--- src/rtl/uart_tx_fifo.sv ---
// Transmit byte queue between the UART register block and the transmitter.
// Bytes are pushed by software and handed one at a time to the transmitter.
module uart_tx_fifo #(
  parameter int DEPTH  = 16,
  parameter int ADDR_W = 4
) (
  input  logic              pClk,
  input  logic              pReset,
  input  logic              wr_en,
  input  logic [7:0]        wr_data,
  input  logic              flush,
  input  logic              clr_ovf,
  input  logic              TxDone,
  output logic              TxStart,
  output logic [7:0]        TxData,
  output logic              tx_busy,
  output logic              full,
  output logic              empty,
  output logic [ADDR_W:0]   count,
  output logic              overflow,
  output logic [1:0]        dbg_state
);

  // Transmitter handshake: TxStart is a one-cycle request that carries
  // TxData. TxData then holds until the first rising edge of TxDone seen in
  // WAIT. tx_busy spans START through WAIT. Push side: wr_en is a
  // fire-and-forget valid, accepted unless the queue is full with no pop.

  typedef enum logic [1:0] {
    ST_IDLE  = 2'd0,
    ST_LOAD  = 2'd1,
    ST_START = 2'd2,
    ST_WAIT  = 2'd3
  } state_e;

  localparam logic [ADDR_W:0]   DEPTH_C = (ADDR_W+1)'(DEPTH);
  localparam logic [ADDR_W:0]   CNT_ONE = (ADDR_W+1)'(1);
  localparam logic [ADDR_W-1:0] PTR_ONE = ADDR_W'(1);

  state_e            state_q, state_d;
  logic [7:0]        mem_q [DEPTH];
  logic [ADDR_W-1:0] wr_ptr_q, wr_ptr_d;
  logic [ADDR_W-1:0] rd_ptr_q, rd_ptr_d;
  logic [ADDR_W:0]   count_q, count_d;
  logic              overflow_q, overflow_d;
  logic              tx_done_q, tx_done_d;
  logic [7:0]        tx_data_q, tx_data_d;

  logic pop;
  logic push_acc;
  logic push_drop;
  logic done_evt;
  logic full_w;
  logic empty_w;

  assign full_w   = (count_q == DEPTH_C);
  assign empty_w  = (count_q == '0);
  assign done_evt = TxDone && !tx_done_q;

  // A pop frees a slot in the same cycle, so a full queue still takes a push.
  always_comb begin
    pop       = (state_q == ST_IDLE) && !empty_w;
    push_acc  = wr_en && !flush && (!full_w || pop);
    push_drop = wr_en && !flush && full_w && !pop;
  end

  always_comb begin
    wr_ptr_d   = wr_ptr_q;
    rd_ptr_d   = rd_ptr_q;
    count_d    = count_q;
    overflow_d = overflow_q;
    tx_data_d  = tx_data_q;
    tx_done_d  = TxDone;

    if (pop) begin
      tx_data_d = mem_q[rd_ptr_q];
    end

    if (flush) begin
      wr_ptr_d = '0;
      rd_ptr_d = '0;
      count_d  = '0;
    end else begin
      if (push_acc) begin
        wr_ptr_d = wr_ptr_q + PTR_ONE;
      end
      if (pop) begin
        rd_ptr_d = rd_ptr_q + PTR_ONE;
      end
      case ({push_acc, pop})
        2'b10:   count_d = count_q + CNT_ONE;
        2'b01:   count_d = count_q - CNT_ONE;
        default: count_d = count_q;
      endcase
    end

    if (push_drop) begin
      overflow_d = 1'b1;
    end else if (clr_ovf) begin
      overflow_d = 1'b0;
    end
  end

  always_ff @(posedge pClk or negedge pReset) begin
    if (!pReset) begin
      wr_ptr_q   <= '0;
      rd_ptr_q   <= '0;
      count_q    <= '0;
      overflow_q <= 1'b0;
      tx_done_q  <= 1'b0;
      tx_data_q  <= 8'h00;
    end else begin
      wr_ptr_q   <= wr_ptr_d;
      rd_ptr_q   <= rd_ptr_d;
      count_q    <= count_d;
      overflow_q <= overflow_d;
      tx_done_q  <= tx_done_d;
      tx_data_q  <= tx_data_d;
    end
  end

  // Storage holds no reset: stale entries are never read before being written.
  always_ff @(posedge pClk) begin
    if (push_acc) begin
      mem_q[wr_ptr_q] <= wr_data;
    end
  end

  always_ff @(posedge pClk or negedge pReset) begin
    if (!pReset) begin
      state_q <= ST_IDLE;
    end else begin
      state_q <= state_d;
    end
  end

  always_comb begin
    state_d = state_q;
    case (state_q)
      ST_IDLE:  if (pop) state_d = ST_LOAD;
      ST_LOAD:  state_d = ST_START;
      ST_START: state_d = ST_WAIT;
      ST_WAIT:  if (done_evt) state_d = ST_IDLE;
      default:  state_d = ST_IDLE;
    endcase
  end

  always_comb begin
    TxStart = 1'b0;
    tx_busy = 1'b0;
    case (state_q)
      ST_START: begin
        TxStart = 1'b1;
        tx_busy = 1'b1;
      end
      ST_WAIT:  tx_busy = 1'b1;
      default:  ;
    endcase
  end

  assign TxData    = tx_data_q;
  assign full      = full_w;
  assign empty     = empty_w;
  assign count     = count_q;
  assign overflow  = overflow_q;
  assign dbg_state = state_q;

endmodule
--- config.mk ---
export PLATFORM = sky130hd
export DESIGN_NAME = uart_tx_fifo
export DESIGN_NICKNAME = d
export VERILOG_FILES = /design/src/rtl/uart_tx_fifo.sv
export SDC_FILE = /design/constraint.sdc
export NUM_CORES = 1
export LEC_CHECK = 0
export BUFFER_PORTS_ARGS = -buffer_cell sky130_fd_sc_hd__buf_2
export CAP_MARGIN = 20
export CORE_MARGIN = 1.5
export CORE_UTILIZATION = 55
export DETAILED_ROUTE_END_ITERATION = 8
export HOLD_SLACK_MARGIN = 0.05
export PLACE_DENSITY = 0.76
export SETUP_SLACK_MARGIN = 0.15
export SKIP_CTS_REPAIR_TIMING = 1
export SYNTH_ARGS = -nofsm -noshare
export SYNTH_HDL_FRONTEND = slang
export SYNTH_SLANG_ARGS = --single-unit
--- constraint.sdc ---
create_clock -name pClk -period 2.6 [get_ports pClk]
set_clock_uncertainty 0.05 [all_clocks]
set_input_delay 0.65 -clock pClk [delete_from_list [all_inputs] [get_ports pClk]]
set_output_delay 0.65 -clock pClk [all_outputs]
set_load 0.005 [all_outputs]
# Word level (Yosys, flattened, before mapping)
# Memories as Yosys holds them, arrays and structs flattened. A register that Yosys moved wholly into a read port is not among the register bits.
# Index checks and enable logic that the tools add are counted.
# totals
in_bits,14
ram_bits,128
regBits,17
output_inout_bits,20
word_cells,55
mem_count,1
# classes
n_reduce_logical,21
n_eq_ne,8
n_mux,15
n_addsub,4
# memory_table
name,words,word_bits,read_ports,rd_clocked_by_memory_dff,wr,line,source
mem_q,16,8,1,1,1,41,logic [7:0] mem_q [DEPTH];
# ops
operator,n
$mux 4,4
$pmux 5 s2,1
$add 4x1->4 const B,2
$pmux 2 s4,1
$eq 2x2->1 const B,3
$logic_and 1x1->1,6
$logic_not 1->1,6
$mux 1,6
$reduce_bool 2->1,3
$add 5x1->5 const B,1
$eq 5x5->1 const B,1
$logic_not 5->1,1
$mux 5,1
$sub 5x1->5 const B,1
$eq 2x1->1 const B,2
$mux 2,2
$ne 2x2->1 const B,2
$reduce_bool 3->1,1
$logic_not 2->1,1
$reduce_and 2->1,1
$reduce_or 2->1,1
$logic_or 1x1->1,1

# Depth between registers and ports, before layout
# depth
depth_word,8
depth_mapped,13
depth_no_buf,12

# Worst setup path after synthesis
# OpenSTA, ideal clock, no wires.
# synth_path
kind,flip-flop to flip-flop
startpoint,"register state_q[0], in the netlist dbg_state[0]"
endpoint,"register count_q[4], in the netlist count[4]"
arrival_ps,2440
period_less_slack_ps,2613
setup_ps,123
slack_ps,-13
required_time_ps,2427
path_stages_with_launch,13
path_cell_list,dfrtp_1 > inv_1 > ha_1 > inv_1 > a21oi_1 > clkbuf_1 > nand2_1 > fa_1 > nand2b_1 > o2bb2ai_1 > mux2_2 > nand2_1 > a21oi_1
# synth_between
elab_chain_cells,7
word_cells_on_any_way,9
# synth_lines
item,line,source
from (decl),40,"state_e state_q, state_d;"
from (signal assigned),133,state_q <= state_d;
$logic_not 2->1 *,62,pop = (state_q == ST_IDLE) && !empty_w;
$logic_and 1x1->1 *,62,
$logic_or 1x1->1,63,push_acc = wr_en && !flush && (!full_w || pop);
$logic_and 1x1->1,63,
$eq 2x1->1 / $eq 2x2->1 (equally long branches),90,"case ({push_acc, pop})"
$pmux 5 s2,90,
$mux 5,79,if (flush) begin
to (signal assigned),115,count_q <= count_d;
to (decl),44,"logic [ADDR_W:0] count_q, count_d;"
# Every way passes the cells marked *; elsewhere a longest branch is shown, timed or not.
# A chain may end at the register's enable or synchronous reset.

# Worst setup path in the final report
# layout_path
startpoint,"register count_q[1], in the netlist count[1]"
endpoint,output empty
# layout_between
elab_chain_cells,1
# layout_lines
item,line,source
$logic_not 5->1,57,assign empty_w = (count_q == '0);
to (decl),18,"output logic empty,"
# Every way passes these cells.

==> metrics.cfg <==
[routing]
routedWlPerCell_um = 22.6
ant_nets = 0
drt_iter0_drc = 363
via_per_inst = 6.05
wirelength_um = 12500
drt-pass1-iter-count = 6
via_count = 3353
drc_errors = 0

[clocking]
cts_max_level = 4
path_clk_slew_ns = 0.06
cts_sinks = 153
cts.root.buffer_cell = clkbuf_16
max-clock-path-buffers = 2
insertion_delay_ns = 0.42
cts_tree = built
cts-buffers-inserted = 17

[pwr]
power.share.clock_pct = 34.6
p_int_mw = 4.91
p_total_mw = 6.76
seqPwrFrac_pct = 44.2
swShare_pct = 27.5
p_per_area_mw_per_mm2 = 928
vdd_drop_max_uv = 519
p_comb_share_pct = 21.2
power_switching_mw = 1.86
power.leakage_nw = 2.56

[global_routing]
grt_pass1_wl_um = 18800
antenna_found_initial = 0
grt_pass1_vias = 3417
grt_usage_pct = 22.5
grt_max_degree = 26
grt_remaining_overflow = 0

[setup_path]
crit_type = flip-flop to primary output
path_max_fanout = 6
worstPathRequired_ns = 1.90
crit_path_start_kind = flip-flop
cp-end-kind = primary output
worst_ep_arrival_time_ns = 1.70

[place]
place_congestion = 0.775
portBuffers = 33
dp_hpwl_um = 7950

[sta]
maxSlewViolCount = 0
finalCritPeriodShare_pct = 92.4
setup-violations-final = 0
maxSlewHeadroom_pct = 60.1
worst_pin_slew_ns = 0.598
setup_tns_ns = 0
clock.fmax_mhz = 416
period_minus_slack_ns = 2.40
grt_setup_unrepaired = true
hold_viol_final = 0

[die]
start_util_pct = 56.0
core_mm2 = 0.0113
dieArea_mm2 = 0.0122
ioPinCount = 34
fp-row-count = 39
die_h_um = 110
die_w_um = 110

[cells_and_area]
final_nets = 426
fillers = 754
syn_to_final_growth_pct = 15.0
diodes = 0
mostFrequentLayoutCells = edfxtp_1 (128), buf_2 (33), dfrtp_1 (24)
mostFrequentLayoutCell = edfxtp_1
final_layout_size_suffix_gt1_share_pct = 29.0

[status]
outcome = completed

[synth]
synth_top_flop_cell = edfxtp_1
yosysWarnings = 0
syn_area_mm2 = 0.00634
ys_ff_latch = 153
synth_fp_nets = 375
synth_edf_count = 128
synthArstFlopShare_pct = 16.3
synthCells = 349
synth_cell_type_count = 39
seq_area_frac_synth_pct = 70.5
postSynthAreaPerCell_um2 = 18.2

[worst_hold_path]
min_path_type = input pin to async pin

[job]
drv_cap = 0

[synthesized netlist by cell type, types with 2 or more instances]
library cell | number | area share (%)
nor3b_1 | 2 | 0.24
inv_1 | 15 | 0.89
mux4_2 | 21 | 7.5
nand2b_1 | 5 | 0.49
or2_2 | 2 | 0.20
clkbuf_1 | 10 | 0.59
nor2_1 | 16 | 0.95
o22ai_1 | 17 | 1.7
nand4_1 | 2 | 0.20
and2_1 | 9 | 0.89
nor4_1 | 4 | 0.39
nand3_1 | 4 | 0.32
nand2_1 | 9 | 0.53
dfrtp_1 | 25 | 9.9
ha_1 | 11 | 2.2
mux2i_1 | 4 | 0.63
a21oi_1 | 14 | 1.1
mux4_1 | 11 | 4.6
xnor2_1 | 5 | 0.69
xor2_1 | 4 | 0.55
buf_6 | 3 | 0.53
edfxtp_1 | 128 | 61
mux2_2 | 9 | 1.6
buf_2 | 2 | 0.16
nor2b_1 | 3 | 0.30
[path summary, 6_finish.rpt]
| kind | start | endpoint | slack [ns] | depth (start not counted) |
|---|---|---|---|---|
| worst max-delay path | count[1] | empty | 0.20 | 4 |
| worst min-delay path | pReset | count[3] | 0.18 | 1 |
| worst max register to register | dbg_state[0] | mem_q[7][3] | 0.30 | 7 |
| worst min register to register | overflow | overflow | 0.48 | 2 |
| max in group asynchronous | pReset | rd_ptr_q[1] | 1.89 | 1 |
| min in group pClk | TxDone | tx_done_q | 0.30 | 1 |
[power groups by stage]
stage	logic, mW	registers, mW	clock network [mW]
finish	1.43	2.99	2.34
global route	1.59	3.02	2.44
CTS	1.43	2.99	2.35
detailed placement	1.40	3.04	0
global placement	1.36	3.03	0
floorplan	0.978	2.98	0
[worst max-delay path: stages (launching register included)]
cell and delay [ns]:
dfrtp_1 0.43, nor4_4 0.34, buf_4 0.19, and2_2 0.20, buf_2 0.12
[cells by family after synthesis]
| kind of cell | Yosys count | synth area share, % |
|---|---|---|
| AO/OA/AOI/OAI | 39 | 4.11 |
| XOR/XNOR | 9 | 1.24 |
| adder cells (fa/ha/maj) | 12 | 2.49 |
| buffers and inverters | 32 | 2.35 |
| flip-flops | 153 | 70.5 |
| multiplexers | 45 | 14.3 |
| AND/OR/NAND/NOR | 59 | 5.05 |
[registers in the layout, summed over array words and instances, names as in the netlist]
name       count
mem_q        128
TxData         8
count          5
rd_ptr_q       4
wr_ptr_q       4
dbg_state      2
overflow       1
tx_done_q      1
[layer usage]
metal / vias up / global-route usage, % / wire (um)
met1: 1714 / 29.8 / 5280
met2: 135 / 35.8 / 6090
met3: 26 / 4.82 / 792
met5: - / 0 / 0
li1: 1478 / - / -
met4: 0 / 11.1 / 369
[layout make-up]
class / count / area, um^2 / share of cell area [%]
Sequential cell: 153 / 4470 / 61.3
Multi-Input combinational cell: 164 / 1730 / 23.7
Clock buffer: 19 / 433 / 5.94
Timing Repair Buffer: 49 / 298 / 4.08
Tap cell: 143 / 179 / 2.45
Clock inverter: 11 / 125 / 1.72
Inverter: 15 / 56.3 / 0.772
[stage by stage]
| step | area (um^2) | std cells | utilization (%) | worst slack (ns) | hold slack [ns] |
|---|---|---|---|---|---|
| floorplan | 6340 | 349 | - | 0.0616 | 0.304 |
| global placement | 6720 | 524 | 59.4 | 0.200 | 0.467 |
| detailed placement | 6720 | 524 | 59.4 | 0.0415 | 0.473 |
| CTS | 7280 | 554 | 64.3 | 0.210 | 0.195 |
| global route | 7290 | 554 | 64.4 | 0.121 | 0.215 |
| finish | 7290 | 554 | 64.4 | 0.198 | 0.182 |
(Power assumes the default switching activity.)
